<file path="src/rtl/video_timing_generator.sv">
// Raster timing generator: free-running h/v counters with registered, skew-free
// coordinate, blanking and sync outputs.
module video_timing_generator #(
    parameter int unsigned HOR_ACTIVE_PIXELS = 640,
    parameter int unsigned HOR_FRONT_PORCH   = 16,
    parameter int unsigned HOR_SYNC_PULSE    = 96,
    parameter int unsigned HOR_BACK_PORCH    = 48,
    parameter int unsigned VER_ACTIVE_PIXELS = 480,
    parameter int unsigned VER_FRONT_PORCH   = 10,
    parameter int unsigned VER_SYNC_PULSE    = 2,
    parameter int unsigned VER_BACK_PORCH    = 33,
    parameter bit          HSYNC_ACTIVE_HIGH = 1'b0,
    parameter bit          VSYNC_ACTIVE_HIGH = 1'b0,
    localparam int unsigned X_WIDTH = $clog2(HOR_ACTIVE_PIXELS),
    localparam int unsigned Y_WIDTH = $clog2(VER_ACTIVE_PIXELS)
) (
    input  logic               clk,
    input  logic               rst,
    output logic [X_WIDTH-1:0] x,
    output logic [Y_WIDTH-1:0] y,
    output logic               active,
    output logic               hsync,
    output logic               vsync,
    output logic               frame_start
);

    localparam int unsigned H_TOTAL = HOR_ACTIVE_PIXELS + HOR_FRONT_PORCH + HOR_SYNC_PULSE +
                                      HOR_BACK_PORCH;
    localparam int unsigned V_TOTAL = VER_ACTIVE_PIXELS + VER_FRONT_PORCH + VER_SYNC_PULSE +
                                      VER_BACK_PORCH;
    localparam int unsigned H_WIDTH = $clog2(H_TOTAL);
    localparam int unsigned V_WIDTH = $clog2(V_TOTAL);

    localparam int unsigned H_SYNC_START = HOR_ACTIVE_PIXELS + HOR_FRONT_PORCH;
    localparam int unsigned H_SYNC_END   = H_SYNC_START + HOR_SYNC_PULSE;
    localparam int unsigned V_SYNC_START = VER_ACTIVE_PIXELS + VER_FRONT_PORCH;
    localparam int unsigned V_SYNC_END   = V_SYNC_START + VER_SYNC_PULSE;

    localparam logic [H_WIDTH-1:0] H_LAST = H_WIDTH'(H_TOTAL - 1);
    localparam logic [V_WIDTH-1:0] V_LAST = V_WIDTH'(V_TOTAL - 1);

    logic [H_WIDTH-1:0] h_q, h_d;
    logic [V_WIDTH-1:0] v_q, v_d;
    logic               h_wrap, v_wrap;
    logic               h_act, v_act, h_in_sync, v_in_sync;

    always_comb begin
        h_wrap    = (h_q == H_LAST);
        v_wrap    = (v_q == V_LAST);
        h_d       = h_wrap ? '0 : h_q + H_WIDTH'(1);
        v_d       = v_q;
        if (h_wrap) begin
            v_d = v_wrap ? '0 : v_q + V_WIDTH'(1);
        end
        h_act     = (32'(h_q) < HOR_ACTIVE_PIXELS);
        v_act     = (32'(v_q) < VER_ACTIVE_PIXELS);
        h_in_sync = (32'(h_q) >= H_SYNC_START) && (32'(h_q) < H_SYNC_END);
        v_in_sync = (32'(v_q) >= V_SYNC_START) && (32'(v_q) < V_SYNC_END);
    end

    // Outputs are decoded from the pre-edge counter value, so every output
    // describes the same (h,v) and the first edge after reset shows (0,0).
    always_ff @(posedge clk or posedge rst) begin
        if (rst) begin
            h_q         <= '0;
            v_q         <= '0;
            x           <= '0;
            y           <= '0;
            active      <= 1'b0;
            frame_start <= 1'b0;
            hsync       <= ~HSYNC_ACTIVE_HIGH;
            vsync       <= ~VSYNC_ACTIVE_HIGH;
        end else begin
            h_q         <= h_d;
            v_q         <= v_d;
            x           <= h_act ? h_q[X_WIDTH-1:0] : '0;
            y           <= v_act ? v_q[Y_WIDTH-1:0] : '0;
            active      <= h_act && v_act;
            frame_start <= (h_q == '0) && (v_q == '0);
            hsync       <= h_in_sync ? HSYNC_ACTIVE_HIGH : ~HSYNC_ACTIVE_HIGH;
            vsync       <= v_in_sync ? VSYNC_ACTIVE_HIGH : ~VSYNC_ACTIVE_HIGH;
        end
    end

endmodule
</file>
<file path="config.mk">
export PLATFORM = sky130hd
export DESIGN_NAME = video_timing_generator
export DESIGN_NICKNAME = d
export VERILOG_FILES = /design/src/rtl/video_timing_generator.sv
export SDC_FILE = /design/constraint.sdc
export NUM_CORES = 1
export LEC_CHECK = 0
export CAP_MARGIN = 15
export CORE_MARGIN = 5
export CORE_UTILIZATION = 30
export DETAILED_ROUTE_END_ITERATION = 12
export PLACE_DENSITY = 0.59
export SLEW_MARGIN = 20
export SYNTH_ARGS = -nofsm -noshare
export SYNTH_HDL_FRONTEND = slang
export SYNTH_SLANG_ARGS = --single-unit
</file>
<file path="constraint.sdc">
create_clock -name clk -period 2.65 [get_ports clk]
set_input_delay 0.53 -clock clk [delete_from_list [all_inputs] [get_ports clk]]
set_output_delay 0.53 -clock clk [all_outputs]
set_load 0.05 [all_outputs]
</file>
==> metrics.md <==
| Metric | Value |
|---|---|
| RePlAce Congestion | 0.8019 |
| PwrDens | 490.1 nW/um2 |
| GRT Total Usage | 9.000% |
| Crit path DAT | 1.59 ns |
| Buf/Inv on CP | 1 |
| Largest net degree at the start of global routing | 44 |
| Predominant post-synthesis flop cell | dfrtp_1 |
| Critical path required time | 2.12 ns |
| Cts repair resizes | 0 |
| Worst-path maximum fanout | 1 |
| Min Tclk post-route | 2.124 ns |
| Sequential standard cell area | 1079 um2 |
| Initial Utilization | 30.76% |
| Headroom to the max-slew limit | 56.29% |
| Outcome | finished, final reports clean |
| TritonCTS clock tree | yes |
| Routed wire length | 3109 um |
| Nets | 191 |
| Via count of the first global-routing pass | 1142 |
| Max Cap Viol | 0 |
| Netlist cell types | 33 |
| Met2 Track Usage GR | 14.59% |
| Clock Sinks | 43 |
| IO Count | 25 |
| Peak supply drop | 0.0001899 V |
| Vias/cell | 4.588 |
| Mean post-synth cell area | 11.25 um2 |
| Worst skew pair latency | 0.29 ns |
| Setup_tns | 0 ns |
| Clock-pin slew on the worst setup and hold paths | 0.08 ns |
| Global-route wire length before repair | 5437 um |
| 1st-pass router iterations | 4 |
| Input/output buffers | 24 |
| Share of flip-flops with an asynchronous set or reset | 100.0% |
| Setup CP Type | flip-flop to output pin |
| Final Hold Vio Count | 0 |
| Max frequency | 470.7 MHz |
| Most congested layer reported by global routing | met2 |
| Most area-consuming cells after synthesis | dfrtp_1, and2_1, nand3_1 |
| Max clock buf depth | 2 |
| Hold WC Path Type | flip-flop to flip-flop |
| # H-tree levels | 2 |
| EDFF count, synth | 0 |
| Worst slew pin tran | 0.6488 ns |
| Die Area | 7689 um2 |
| Worst setup EP type | output pin |
| Met3 Track Usage GR | 2.258% |
| Compound-gate portion of the synthesized area | 4.216% |
| Crit path launch type | flip-flop |
| Antenna Nets Post-Route | 0 |
| Per-cell routed wire length | 11.96 um |
| Clock tree root driver cell | clkbuf_8 |
| DR DRC count | 0 |
| CP top delay family | buffers and inverters |
| Die width | 87.69 um |
| RSZ-0062 raised after global routing | no |
| Drt first-iter violations | 144 |
| Area of the multi-input gates | 671.9 um2 |
| Syn Inst Count | 161 |
| Top-area cell type share of the netlist area | 56.67% |
| Main combinational cell family by area after synthesis | simple AND/OR/NAND/NOR gates |
| Cell Area, Synth | 1810 um2 |
| Total gr overflow | 0 |
| Clock Skew | 0.005518 ns |
| Part of the Yosys area used for sequential elements | 59.57% |
| Total number of vias | 1193 |
| Simple logic cell fraction of the synthesized area | 24.19% |
| Leak pwr | 0.9819 nW |
| Register bit count reported by yosys | 43 |
| Dpl cell area | 2115 um2 |
| Antenna cells | 0 |
| Fill cells | 595 |
| Die Y | 87.69 um |
| Num rows | 28 |
| Final setup fails | 0 |
| Placeable core area | 5886 um2 |
| Max stage delay cell, worst path | clkdlybuf4s50_1 |
| Post-Synth XOR/XNOR Area | 4.838% |
| Initial antenna violation count | 0 |
| Area leader, netlist | dfrtp_1 |
| Crit-path cells | clkdlybuf4s50_1 |
| Clock buffer count from CTS | 5 |
| Post-CTS repair timing setup buffer count | 0 |
| Syn_nets | 167 |
| Adder-cell share of the synthesized area | 2.764% |
| Yosys Warn Count | 0 |
| Layout cells sized above 1 | 7.568% |
| Hold_buf cts | 0 |
| Final Cycle Share | 80.17% |
| Slowest stage delay, CP | 0.79 ns |
| Mux cell area share after synthesis | 1.106% |
| Cell area after layout | 2202 um2 |
| Layout overhead on the synthesized area | 21.63% |
| Detailed placer's ending HPWL | 2147 um |
| Number of max-slew violations in the final report | 0 |
| Met1 Track Usage GR | 11.27% |
==> layout make-up <==
class / count / share of cell area (%)
flip-flops and latches: 43 / 48.98
multi-input cells: 104 / 30.51
inverters: 6 / 1.023
repair buffers: 25 / 11.25
well taps: 75 / 4.261
clock buffers: 6 / 3.750
clock inverters: 1 / 0.2273
==> cell usage after synthesis (3+ instances only) <==
| library cell | instances |
|---|---|
| nand4_1 | 6 |
| xnor2_1 | 5 |
| inv_1 | 6 |
| buf_2 | 5 |
| and3_1 | 6 |
| nor2_1 | 6 |
| dfrtp_1 | 41 |
| nor4_1 | 5 |
| nor2b_1 | 3 |
| and2_1 | 17 |
| nand3_1 | 11 |
| ha_1 | 4 |
| nand2_1 | 9 |
| o21ai_0 | 6 |
| nor3_1 | 3 |
| xor2_1 | 5 |
==> registers in the layout (all words and copies together), names as in the netlist <==
name / count
y: 9
hsync: 1
vsync: 1
v_q: 10
active: 1
frame_start: 1
h_q: 10
x: 10
==> report_power, final <==
group | leakage, nW | total (mW) | internal, mW | switching, mW
Combinational | 0.370 | 0.0144 | 0.00235 | 0.0121
Clock | 0.0470 | 0.409 | 0.204 | 0.205
Sequential | 0.565 | 0.656 | 0.656 | 0
Total | 0.982 | 1.08 | 0.863 | 0.217
==> metrics by stage <==
stage | hold WS [ns] | cells | util, % | setup slack, ns | total power [mW]
2_1_floorplan | 0.4690 | 161 | - | 1.029 | 0.6782
3_3_place_gp | 0.4992 | 253 | 35.93 | 0.8387 | 0.6841
3_5_place_dp | 0.5008 | 253 | 35.93 | 0.8355 | 0.6844
4_1_cts | 0.5115 | 260 | 37.42 | 0.5112 | 1.097
5_1_grt | 0.5352 | 260 | 37.42 | 0.4925 | 1.120
6_report | 0.5114 | 260 | 37.42 | 0.5255 | 1.079
==> cells in the final DEF (no fill, tap or decap), drive strengths merged <==
master         synthesis  routed
xnor2                  5       5
ha                     4       4
o31ai                  2       2
xor2                   5       5
nor3                   3       3
nand2b                 1       1
dfrtp                 41      41
nand3                 12      12
a21boi                 1       1
nand2                  9       9
buf                    5       1
nor3b                  1       1
nor2b                  3       3
clkdlybuf4s50          0      24
nor2                   7       7
and4                   1       1
nand4                  6       6
a31oi                  1       1
dfstp                  2       2
mux2i                  2       2
inv                    6       6
a21oi                  2       2
and2                  17      17
clkbuf                 3       6
and3                   6       6
and3b                  1       1
nor4                   5       5
or4                    2       2
o21ai                  6       6
or3                    1       1
o21a                   1       1
clkinv                 0       1
==> logic make-up (layout without fill, tap and decap cells) <==
kind of cell	Yosys count	after routing
compound gates	13	13
xor+xnor	10	10
fa+ha+maj	4	4
buf+inv	14	38
flops	43	43
mux	2	2
simple gates	75	75
==> per-layer routing <==
metal | vias up | share of wire (%)
li1 | 593 | -
met1 | 571 | 46
met2 | 23 | 47
met3 | 6 | 4.9
met4 | 0 | 2.2
met5 | - | 0
==> path summary, 6_finish.rpt <==
path / from / end / slack (ns) / cells after the start
max: hsync / hsync / 0.53 / 1
max reg2reg: h_q[0] / v_q[8] / 0.86 / 5
min: v_q[7] / v_q[7] / 0.51 / 1
min reg2reg: v_q[7] / v_q[7] / 0.51 / 1
max in group asynchronous: rst / vsync / 1.60 / 3
min in group asynchronous: rst / v_q[7] / 0.66 / 3
(Power assumes the default switching activity.)
